[src/rtl/wbus_responder_if.sv]
// W-bus signal bundle shared by the initiator (CPU fetch unit) and the
// responder. Signal names match the initiator so ports connect one-to-one.
// Optional byte-lane enables W_SEL exist only when WBUS_RESP_SEL_EN is defined.
interface wbus_responder_if;
    logic        W_STB;
    logic        W_WRITE;
    logic [31:0] W_ADDR;
    logic [31:0] W_DATA_O;
    logic [31:0] W_DATA_I;
    logic        W_ACK;
`ifdef WBUS_RESP_SEL_EN
    logic [3:0]  W_SEL;

    modport master (output W_STB, W_WRITE, W_ADDR, W_DATA_O, W_SEL,
                    input  W_DATA_I, W_ACK);
    modport slave  (input  W_STB, W_WRITE, W_ADDR, W_DATA_O, W_SEL,
                    output W_DATA_I, W_ACK);
`else
    modport master (output W_STB, W_WRITE, W_ADDR, W_DATA_O,
                    input  W_DATA_I, W_ACK);
    modport slave  (input  W_STB, W_WRITE, W_ADDR, W_DATA_O,
                    output W_DATA_I, W_ACK);
`endif
endinterface

[src/rtl/wbus_responder.sv]
// W-bus responder: decodes the BASE_NIBBLE region, serves single-word reads
// and writes from a 2**DEPTH_LOG2 x 32 register array, and answers each
// accepted request with a one-cycle W_ACK after WAIT_STATES wait cycles.
// Optional feature macro: WBUS_RESP_SEL_EN enables per-byte write lanes (W_SEL).
// The array commits (write) or is read into W_DATA_I on the edge entering ACK;
// W_ACK is registered off the ACK state, so it is seen one edge later together
// with the already-stable read data. All outputs come straight from flops.
module wbus_responder #(
    parameter logic [3:0] BASE_NIBBLE = 4'h8,
    parameter int         DEPTH_LOG2  = 6,
    parameter int         WAIT_STATES = 2
) (
    input  logic              W_CLK,
    input  logic              W_RST_N,
    wbus_responder_if.slave   bus
);
    localparam int         LP_DEPTH = 1 << DEPTH_LOG2;
    localparam logic [3:0] LP_WS    = WAIT_STATES[3:0];

    typedef enum logic [1:0] {ST_IDLE, ST_WAIT, ST_ACK, ST_HOLD} state_t;

    state_t                  r_state;
    state_t                  w_state_next;
    logic [3:0]              r_cnt;
    logic [3:0]              w_cnt_next;
    logic                    r_ack;
    logic [31:0]             r_rdata;
    logic [DEPTH_LOG2-1:0]   r_idx;
    logic                    r_write;
    logic [31:0]             r_wdata;
    logic [31:0]             r_mem [0:LP_DEPTH-1];

    logic                    w_hit;
    logic                    w_accept;
    logic                    w_commit;
    logic [DEPTH_LOG2-1:0]   w_req_idx;
    logic                    w_req_write;
    logic [31:0]             w_req_wdata;
    logic [3:0]              w_req_be;
    logic                    w_unused_addr;

    // Word index above DEPTH_LOG2 and the byte offset are deliberately dropped
    // (addresses alias); only the top nibble participates in decode.
    assign w_unused_addr = ^{bus.W_ADDR[27:DEPTH_LOG2+2], bus.W_ADDR[1:0]};

    assign w_hit    = bus.W_STB && (bus.W_ADDR[31:28] == BASE_NIBBLE);
    assign w_accept = (r_state == ST_IDLE) && w_hit;
    // Only IDLE and WAIT can move into ACK, so this marks the commit edge.
    assign w_commit = (w_state_next == ST_ACK);

    // With zero wait states the commit happens on the accept edge itself, so
    // the request fields are taken live from the bus while still in IDLE.
    assign w_req_idx   = (r_state == ST_IDLE) ? bus.W_ADDR[DEPTH_LOG2+1:2] : r_idx;
    assign w_req_write = (r_state == ST_IDLE) ? bus.W_WRITE : r_write;
    assign w_req_wdata = (r_state == ST_IDLE) ? bus.W_DATA_O : r_wdata;

`ifdef WBUS_RESP_SEL_EN
    logic [3:0] r_be;
    assign w_req_be = (r_state == ST_IDLE) ? bus.W_SEL : r_be;

    // Byte-lane enables are captured with the rest of the request.
    always_ff @(posedge W_CLK or negedge W_RST_N) begin
        if (!W_RST_N) begin
            r_be <= 4'h0;
        end else if (w_accept) begin
            r_be <= bus.W_SEL;
        end
    end
`else
    assign w_req_be = 4'hF;
`endif

    // Next-state and wait counter: accept, count down, abort on dropped
    // strobe, single ack, then hold until the initiator releases the strobe.
    always_comb begin
        w_state_next = r_state;
        w_cnt_next   = r_cnt;
        case (r_state)
            ST_IDLE: begin
                if (w_hit) begin
                    if (LP_WS == 4'd0) begin
                        w_state_next = ST_ACK;
                    end else begin
                        w_state_next = ST_WAIT;
                        w_cnt_next   = LP_WS - 4'd1;
                    end
                end
            end
            ST_WAIT: begin
                if (!bus.W_STB) begin
                    w_state_next = ST_IDLE;
                    w_cnt_next   = 4'd0;
                end else if (r_cnt == 4'd0) begin
                    w_state_next = ST_ACK;
                end else begin
                    w_cnt_next = r_cnt - 4'd1;
                end
            end
            ST_ACK:  w_state_next = ST_HOLD;
            ST_HOLD: begin
                if (!bus.W_STB) begin
                    w_state_next = ST_IDLE;
                end
            end
            default: w_state_next = ST_IDLE;
        endcase
    end

    // State, request capture, ack pulse, read data and array commit. The array
    // lives under the reset branch's else so a held reset can never write it,
    // yet its contents are not cleared by reset.
    always_ff @(posedge W_CLK or negedge W_RST_N) begin
        if (!W_RST_N) begin
            r_state <= ST_IDLE;
            r_cnt   <= 4'd0;
            r_ack   <= 1'b0;
            r_rdata <= 32'h0;
            r_idx   <= '0;
            r_write <= 1'b0;
            r_wdata <= 32'h0;
        end else begin
            r_state <= w_state_next;
            r_cnt   <= w_cnt_next;
            r_ack   <= (r_state == ST_ACK);
            if (w_accept) begin
                r_idx   <= bus.W_ADDR[DEPTH_LOG2+1:2];
                r_write <= bus.W_WRITE;
                r_wdata <= bus.W_DATA_O;
            end
            if (w_commit) begin
                if (w_req_write) begin
                    for (int i = 0; i < 4; i++) begin
                        if (w_req_be[i]) begin
                            r_mem[w_req_idx][8*i +: 8] <= w_req_wdata[8*i +: 8];
                        end
                    end
                end else begin
                    r_rdata <= r_mem[w_req_idx];
                end
            end
        end
    end

    assign bus.W_ACK    = r_ack;
    assign bus.W_DATA_I = r_rdata;
endmodule

[src/flat_wrapper.sv]
// flat-port wrapper written by rule: the top's interface ports become plain ports
module wbus_responder_flat 
#(
    parameter logic [3:0] BASE_NIBBLE = 4'h8,
    parameter int         DEPTH_LOG2  = 6,
    parameter int         WAIT_STATES = 2
)
  (W_CLK, W_RST_N, bus_W_STB, bus_W_WRITE, bus_W_ADDR, bus_W_DATA_O, bus_W_DATA_I, bus_W_ACK);
  wbus_responder_if bus_i ();
  input  logic W_CLK;
  input  logic W_RST_N;
  input wire logic [$bits(bus_i.W_STB)-1:0] bus_W_STB;
  input wire logic [$bits(bus_i.W_WRITE)-1:0] bus_W_WRITE;
  input wire logic [$bits(bus_i.W_ADDR)-1:0] bus_W_ADDR;
  input wire logic [$bits(bus_i.W_DATA_O)-1:0] bus_W_DATA_O;
  output wire logic [$bits(bus_i.W_DATA_I)-1:0] bus_W_DATA_I;
  output wire logic [$bits(bus_i.W_ACK)-1:0] bus_W_ACK;
  assign bus_i.W_STB = bus_W_STB;
  assign bus_i.W_WRITE = bus_W_WRITE;
  assign bus_i.W_ADDR = bus_W_ADDR;
  assign bus_i.W_DATA_O = bus_W_DATA_O;
  assign bus_W_DATA_I = bus_i.W_DATA_I;
  assign bus_W_ACK = bus_i.W_ACK;
  wbus_responder #(.BASE_NIBBLE(BASE_NIBBLE), .DEPTH_LOG2(DEPTH_LOG2), .WAIT_STATES(WAIT_STATES)) u_core (.W_CLK(W_CLK), .W_RST_N(W_RST_N), .bus(bus_i));
endmodule
[config.mk]
export PLATFORM = sky130hd
export DESIGN_NAME = wbus_responder_flat
export DESIGN_NICKNAME = d
export VERILOG_FILES = /design/src/rtl/wbus_responder_if.sv /design/src/rtl/wbus_responder.sv /design/src/flat_wrapper.sv
export SDC_FILE = /design/constraint.sdc
export NUM_CORES = 2
export LEC_CHECK = 0
export CAP_MARGIN = 25
export CORE_MARGIN = 2
export CORE_UTILIZATION = 30
export DETAILED_ROUTE_END_ITERATION = 7
export DONT_BUFFER_PORTS = 1
export PLACE_DENSITY = 0.47
export SLEW_MARGIN = 20
export SYNTH_ARGS = -nofsm -noshare
export SYNTH_HDL_FRONTEND = slang
export SYNTH_SLANG_ARGS = --single-unit
[constraint.sdc]
create_clock -name W_CLK -period 3.5 [get_ports W_CLK]
set_input_delay 0.525 -clock W_CLK [delete_from_list [all_inputs] [get_ports W_CLK]]
set_output_delay 0.525 -clock W_CLK [all_outputs]
set_load 0.02 [all_outputs]
# After elaboration in Yosys (flattened, before gate mapping)
# Memory sizes are Yosys's and may differ from the RTL's. A register that Yosys moved wholly into a read port is not among the register bits.
# Index checks and enable logic that the tools add are counted.
[word_totals]
latch_bits = 0
inputBits = 68
reg_bits = 46
n_memories = 1
rom_bits = 0
word_cells = 40
out_inout_bits = 33
ram_bits = 2048
[classes]
mul = 0
bitwise = 1
n_eq_ne = 7
shift = 0
n_lt_le_gt_ge = 0
mux = 15
add_sub_neg = 1
div = 0
n_reduce_logical = 9
[mem_list]
columns = ["memory", "words", "width", "rd", "rd_clocked_by_memory_dff", "write_ports", "line_no", "source"]
rows = [
  ["u_core.r_mem", 64, 32, 1, 1, 1, "wbus_responder.sv:31", "logic [31:0] r_mem [0:LP_DEPTH-1];"],
]
[ops]
columns = ["operator", "n"]
rows = [
  ["$mux 32", 1],
  ["$mux 4", 3],
  ["$mux 2", 4],
  ["$pmux 2 s4", 1],
  ["$pmux 4 s2", 1],
  ["$eq 2x2->1 const B", 3],
  ["$mux 6", 1],
  ["$eq 4x4->1 const B", 1],
  ["$logic_not 4->1", 1],
  ["$mux 1", 4],
  ["$sub 4x1->4 const B", 1],
  ["$logic_and 1x1->1", 3],
  ["$ne 3x3->1 const B", 1],
  ["$reduce_and 3->1", 1],
  ["$eq 2x1->1 const B", 1],
  ["$logic_not 2->1", 1],
  ["$ne 2x1->1 const B", 1],
  ["$reduce_and 2->1", 1],
  ["$reduce_bool 2->1", 1],
  ["$logic_not 1->1", 1],
  ["$not 1->1", 1],
]

# Logic depth before layout (Yosys ltp)
[depth]
ltp_word = 8
mapped_depth = 13

# Worst setup path after synthesis
# OpenSTA, ideal clock, no wires.
[synth_path]
path_kind = "in2reg"
start = "input bus_W_ADDR[2]"
end = "memory u_core.r_mem[57][0] (enable)"
arrival_ns = 3.579
t_required_ns = 3.079
path_stages = 9
n_path_buf = 5
setup_time_ns = 0.421
slack_ns = -0.500
cell_sequence = "buf_2 -> or3b_1 -> buf_2 -> nand2_2 -> buf_2 -> buf_2 -> buf_1 -> nand3_1 -> nor2_1"
[synth_via]
elab_chain_cells = 1
[synth_rtl]
columns = ["element", "line_no", "source"]
rows = [
  ["start, declared", "flat_wrapper.sv:14", "input wire logic [$bits(bus_i.W_ADDR)-1:0] bus_W_ADDR;"],
  ["$mux 6", "wbus_responder.sv:53", "assign w_req_idx = (r_state == ST_IDLE) ? bus.W_ADDR[DEPTH_LOG2+1:2] : r_idx;"],
  ["end, declared", "wbus_responder.sv:31", ""],
]
# Every way passes these cells.

# Final worst setup path
[layout_path]
start = "register u_core.r_state[1]"
end = "memory u_core.r_mem[4][31] (enable)"
[layout_via]
elab_chain_cells = 7
word_cells_on_any_way = 16
classes_between = "eq/ne (4); mux (10); reduce/logical (2)"
[layout_rtl]
columns = ["element", "line_no", "source"]
rows = [
  ["start, declared", "wbus_responder.sv:22", "state_t r_state;"],
  ["start signal, assigned", "wbus_responder.sv:122", "r_state <= w_state_next;"],
  ["$mux 2", "wbus_responder.sv:93", "end else if (r_cnt == 4'd0) begin"],
  ["$mux 2", "wbus_responder.sv:90", "if (!bus.W_STB) begin"],
  ["$pmux 2 s4", "wbus_responder.sv:78", "case (r_state)"],
  ["$eq 2x2->1", "wbus_responder.sv:49", "assign w_commit = (w_state_next == ST_ACK);"],
  ["$mux 1", "wbus_responder.sv:130", "if (w_commit) begin"],
  ["$logic_and 1x1->1 (implied by the code)", "wbus_responder.sv:134", "r_mem[w_req_idx][8*i +: 8] <= w_req_wdata[8*i +: 8];"],
  ["$mux 1 (implied by the code)", "wbus_responder.sv:134", ""],
]
# Several ways; a longest one is shown, not always the timed one.

==> flow_summary.ini <==
[job]
drv_cap = 0

[logic_synthesis]
synth_seq_cells = 2126
synthArstFlopShare_pct = 3.67
synth-edff-count = 2048
ys_types = 82
ys.flop_type = edfxtp_1
synth_top_family_by_area = compound AO/OA/AOI/OAI gates
synth_cells = 4894
syn_area_per_cell_um2 = 16.7
synth_area_um2 = 81600
synth_xor_area_share_pct = 0
syn_nets = 4964
ys_seq_area_share_pct = 77.7
yosysWarningCount = 0
synth_compound_area_share_pct = 9.63
synthAdderAreaFrac_pct = 0.0307
synth_mux_area_share_pct = 7.00
synth_simple_gate_area_share_pct = 3.68

[routing]
wl_per_cell_um = 33.0
ant_nets = 0
dr.pass1.iters = 7
viasPerCell = 5.47
drc = 0
drtIter0Drc = 6480
wirelength_um = 299000
via_count = 49500

[sta]
fmax_mhz = 291
rsz0062_at_grt = false
final-hold-violation-count = 0
max_slew_margin_pct = 42.9
fin_crit_ps = 3440
clock_skew_ps = 62.4
hold_slack_ps = 80.5
slew_viol_final = 0
fin_setup_tns_ps = 0
worst_pin_slew_ps = 856
setup_viol = 0
period_share_pct = 98.3

[layout]
drive_above_1_share_pct = 17.4
final_nets = 5381
area_growth_pct = 20.8

[global_routing]
track_usage_pct = 21.1
grt_max_degree = 79
grt_pass1_vias = 47700
antenna_found_initial = 14
overflow = 0
grt_first_pass_wirelength_um = 408000

[power]
ir_worst_vdd_v = 0.000563
clockPowerShare_pct = 27.4
p_int_mw = 54.4
power.switching_mw = 29.7
switching_share_pct = 35.3
pwr-share-seq_pct = 39.4
p_comb_share_pct = 33.2
p_leak_nw = 33.9
power_density_nw_per_um2 = 852
p_total_mw = 84.0

[clock_tree]
worstSkewPairLatency_ps = 920
clock_sinks = 2126
cts_tree = built
clkTransAtPathRegs_ps = 60
cts_buffers = 224
h-tree-depth = 4
root_buffer = clkbuf_16
cts_buffer_depth = 4

[worst_setup_path]
path_max_fanout = 17
reg2reg_depth = 7
cp-start-kind = register
reg2reg_slack_ps = 60
cp.arrival_ps = 4010
crit_path_end_kind = register
crit_path_start = u_core.r_state[1]$_DFF_PN0_
r2r_end = u_core.r_mem[4][31]$_DFFE_PP_
cp-endpoint = u_core.r_mem[4][31]$_DFFE_PP_
r2r_start = u_core.r_state[1]$_DFF_PN0_
worstSetupPathType = reg -> reg
critPathRequiredTime_ps = 4070

[die]
placementRows = 191
chipHeight_um = 526
die_x_um = 526
ios = 101
dieArea_um2 = 276000
core_region_area_um2 = 271000
start_util_pct = 30.1

[place]
gp_congestion = 0.819
io_buffers = 0
dp_hpwl_um = 177000

[outcome]
outcome = completed

[worst_hold_path]
hp-class = in -> reg
[how the worst min path moves through the flow]
stage                     slack [ps]  depth (start not counted)  startpoint                              to
after floorplan                  230                          0     W_RST_N      u_core.bus.W_ACK$_DFF_PN0_
after global placement           240                          0     W_RST_N  u_core.r_wdata[20]$_DFFE_PN0P_
after detailed placement         240                          0     W_RST_N  u_core.r_wdata[13]$_DFFE_PN0P_
after CTS                         30                          3   bus_W_STB  u_core.r_wdata[17]$_DFFE_PN0P_
after global routing             110                          3   bus_W_STB  u_core.r_wdata[12]$_DFFE_PN0P_
final                             80                          3   bus_W_STB  u_core.r_wdata[12]$_DFFE_PN0P_
[repair_timing]
item / 4_1_cts / 5_1_grt
setup buffers: 0 / 3
resized for setup: 0 / 2
hold buffers: 42 / 0
endpoints found under the hold margin: 123 / 0
endpoints found under the setup margin: 0 / 3
[placed cells by master, fill, tap and decap left out, types with 53 or more instances in the layout]
cell type,instances
a221oi_1,130
dfrtp_1,78
edfxtp_1,2048
a21oi_1,226
nor2_4,71
nor2_1,53
nand3_1,60
mux2i_1,520
clkbuf_16,226
buf_12,183
buf_4,296
a22oi_1,60
nand2_1,381
clkinv_1,59
o21ai_0,231
o22ai_1,232
[Yosys cell counts, types with 8 or more instances]
library cell / instances / area share, %
o21ai_1: 9 / 0.055
a22oi_1: 60 / 0.55
o22ai_1: 232 / 1.8
o22a_1: 8 / 0.086
buf_1: 41 / 0.19
o32a_1: 19 / 0.23
nand2_1: 414 / 1.9
nor2_1: 125 / 0.57
nor4_1: 13 / 0.10
o221ai_1: 21 / 0.23
o21ai_0: 233 / 1.4
a22o_1: 25 / 0.27
nand3_1: 60 / 0.37
nand4_1: 23 / 0.18
a221oi_1: 130 / 1.4
nor3_1: 18 / 0.11
a211oi_1: 16 / 0.15
a21oi_1: 226 / 1.4
o41ai_1: 11 / 0.12
a221o_1: 26 / 0.32
a31oi_1: 13 / 0.10
clkbuf_1: 134 / 0.62
buf_2: 134 / 0.82
o21a_1: 17 / 0.16
mux2_2: 39 / 0.54
mux2i_1: 521 / 6.4
dfrtp_1: 78 / 2.4
edfxtp_1: 2048 / 75
a222oi_1: 49 / 0.60
buf_6: 14 / 0.19
a21o_1: 11 / 0.10
[logic make-up (layout without fill, tap and decap cells)]
group,after synthesis,in the layout
other cells,0,1
compound gates,1165,1165
fa+ha+maj,2,2
simple gates,700,700
flops,2126,2126
mux,564,564
buf+inv,337,935
[metrics by stage]
step	utilization (%)	cell area, um^2	instances	setup WS [ps]
6_report	36.4	98600	9063	58.5
5_1_grt	36.4	98600	9063	2.22
4_1_cts	36.4	98600	9059	36.0
3_5_place_dp	33.7	91100	8610	120
3_3_place_gp	33.7	91100	8610	98.1
2_1_floorplan	-	81700	4894	-500
[critical path, stage by stage (launching register included)]
cell and delay, ps:
dfrtp_1 460, or2_2 440, buf_12 200, mux2_4 580, nand2_1 250, buf_4 280, nor2_4 540, buf_12 260
[power by group through the flow]
stage / clock (mW) / sequential (mW) / combinational, mW
floorplan: 0 / 33.4 / 14.6
global placement: 0 / 33.7 / 27.5
CTS: 23.5 / 33.1 / 27.9
detailed placement: 0 / 33.7 / 27.7
finish: 23.1 / 33.1 / 27.9
global route: 24.4 / 33.2 / 29.4
[per-layer routing]
metal  vias up  global-route usage [%]  wire [um]
met5         -                       0         13
met4         2                    5.07       6880
met3       338                    3.19      22600
met2      2120                    34.2     141000
met1     26500                    29.7     129000
li1      20500                       -          -
[cell type report]
cell class	count	area [um^2]
Clock inverter	122	1010
Tap cell	3570	4470
Antenna cell	1	2.50
Multi-Input combinational cell	2431	17300
Sequential cell	2126	63500
Inverter	7	26.3
Fill cell	25200	172000
Timing Repair Buffer	521	6320
Clock buffer	285	5970
[registers in the layout, indices dropped and copies added (netlist names)]
name,count
u_core.r_cnt,4
u_core.bus.W_DATA_I,32
u_core.r_state,2
u_core.r_mem,2048
u_core.r_wdata,32
u_core.r_idx,6
u_core.bus.W_ACK,1
u_core.r_write,1
Power figures use the tool's default switching activity.
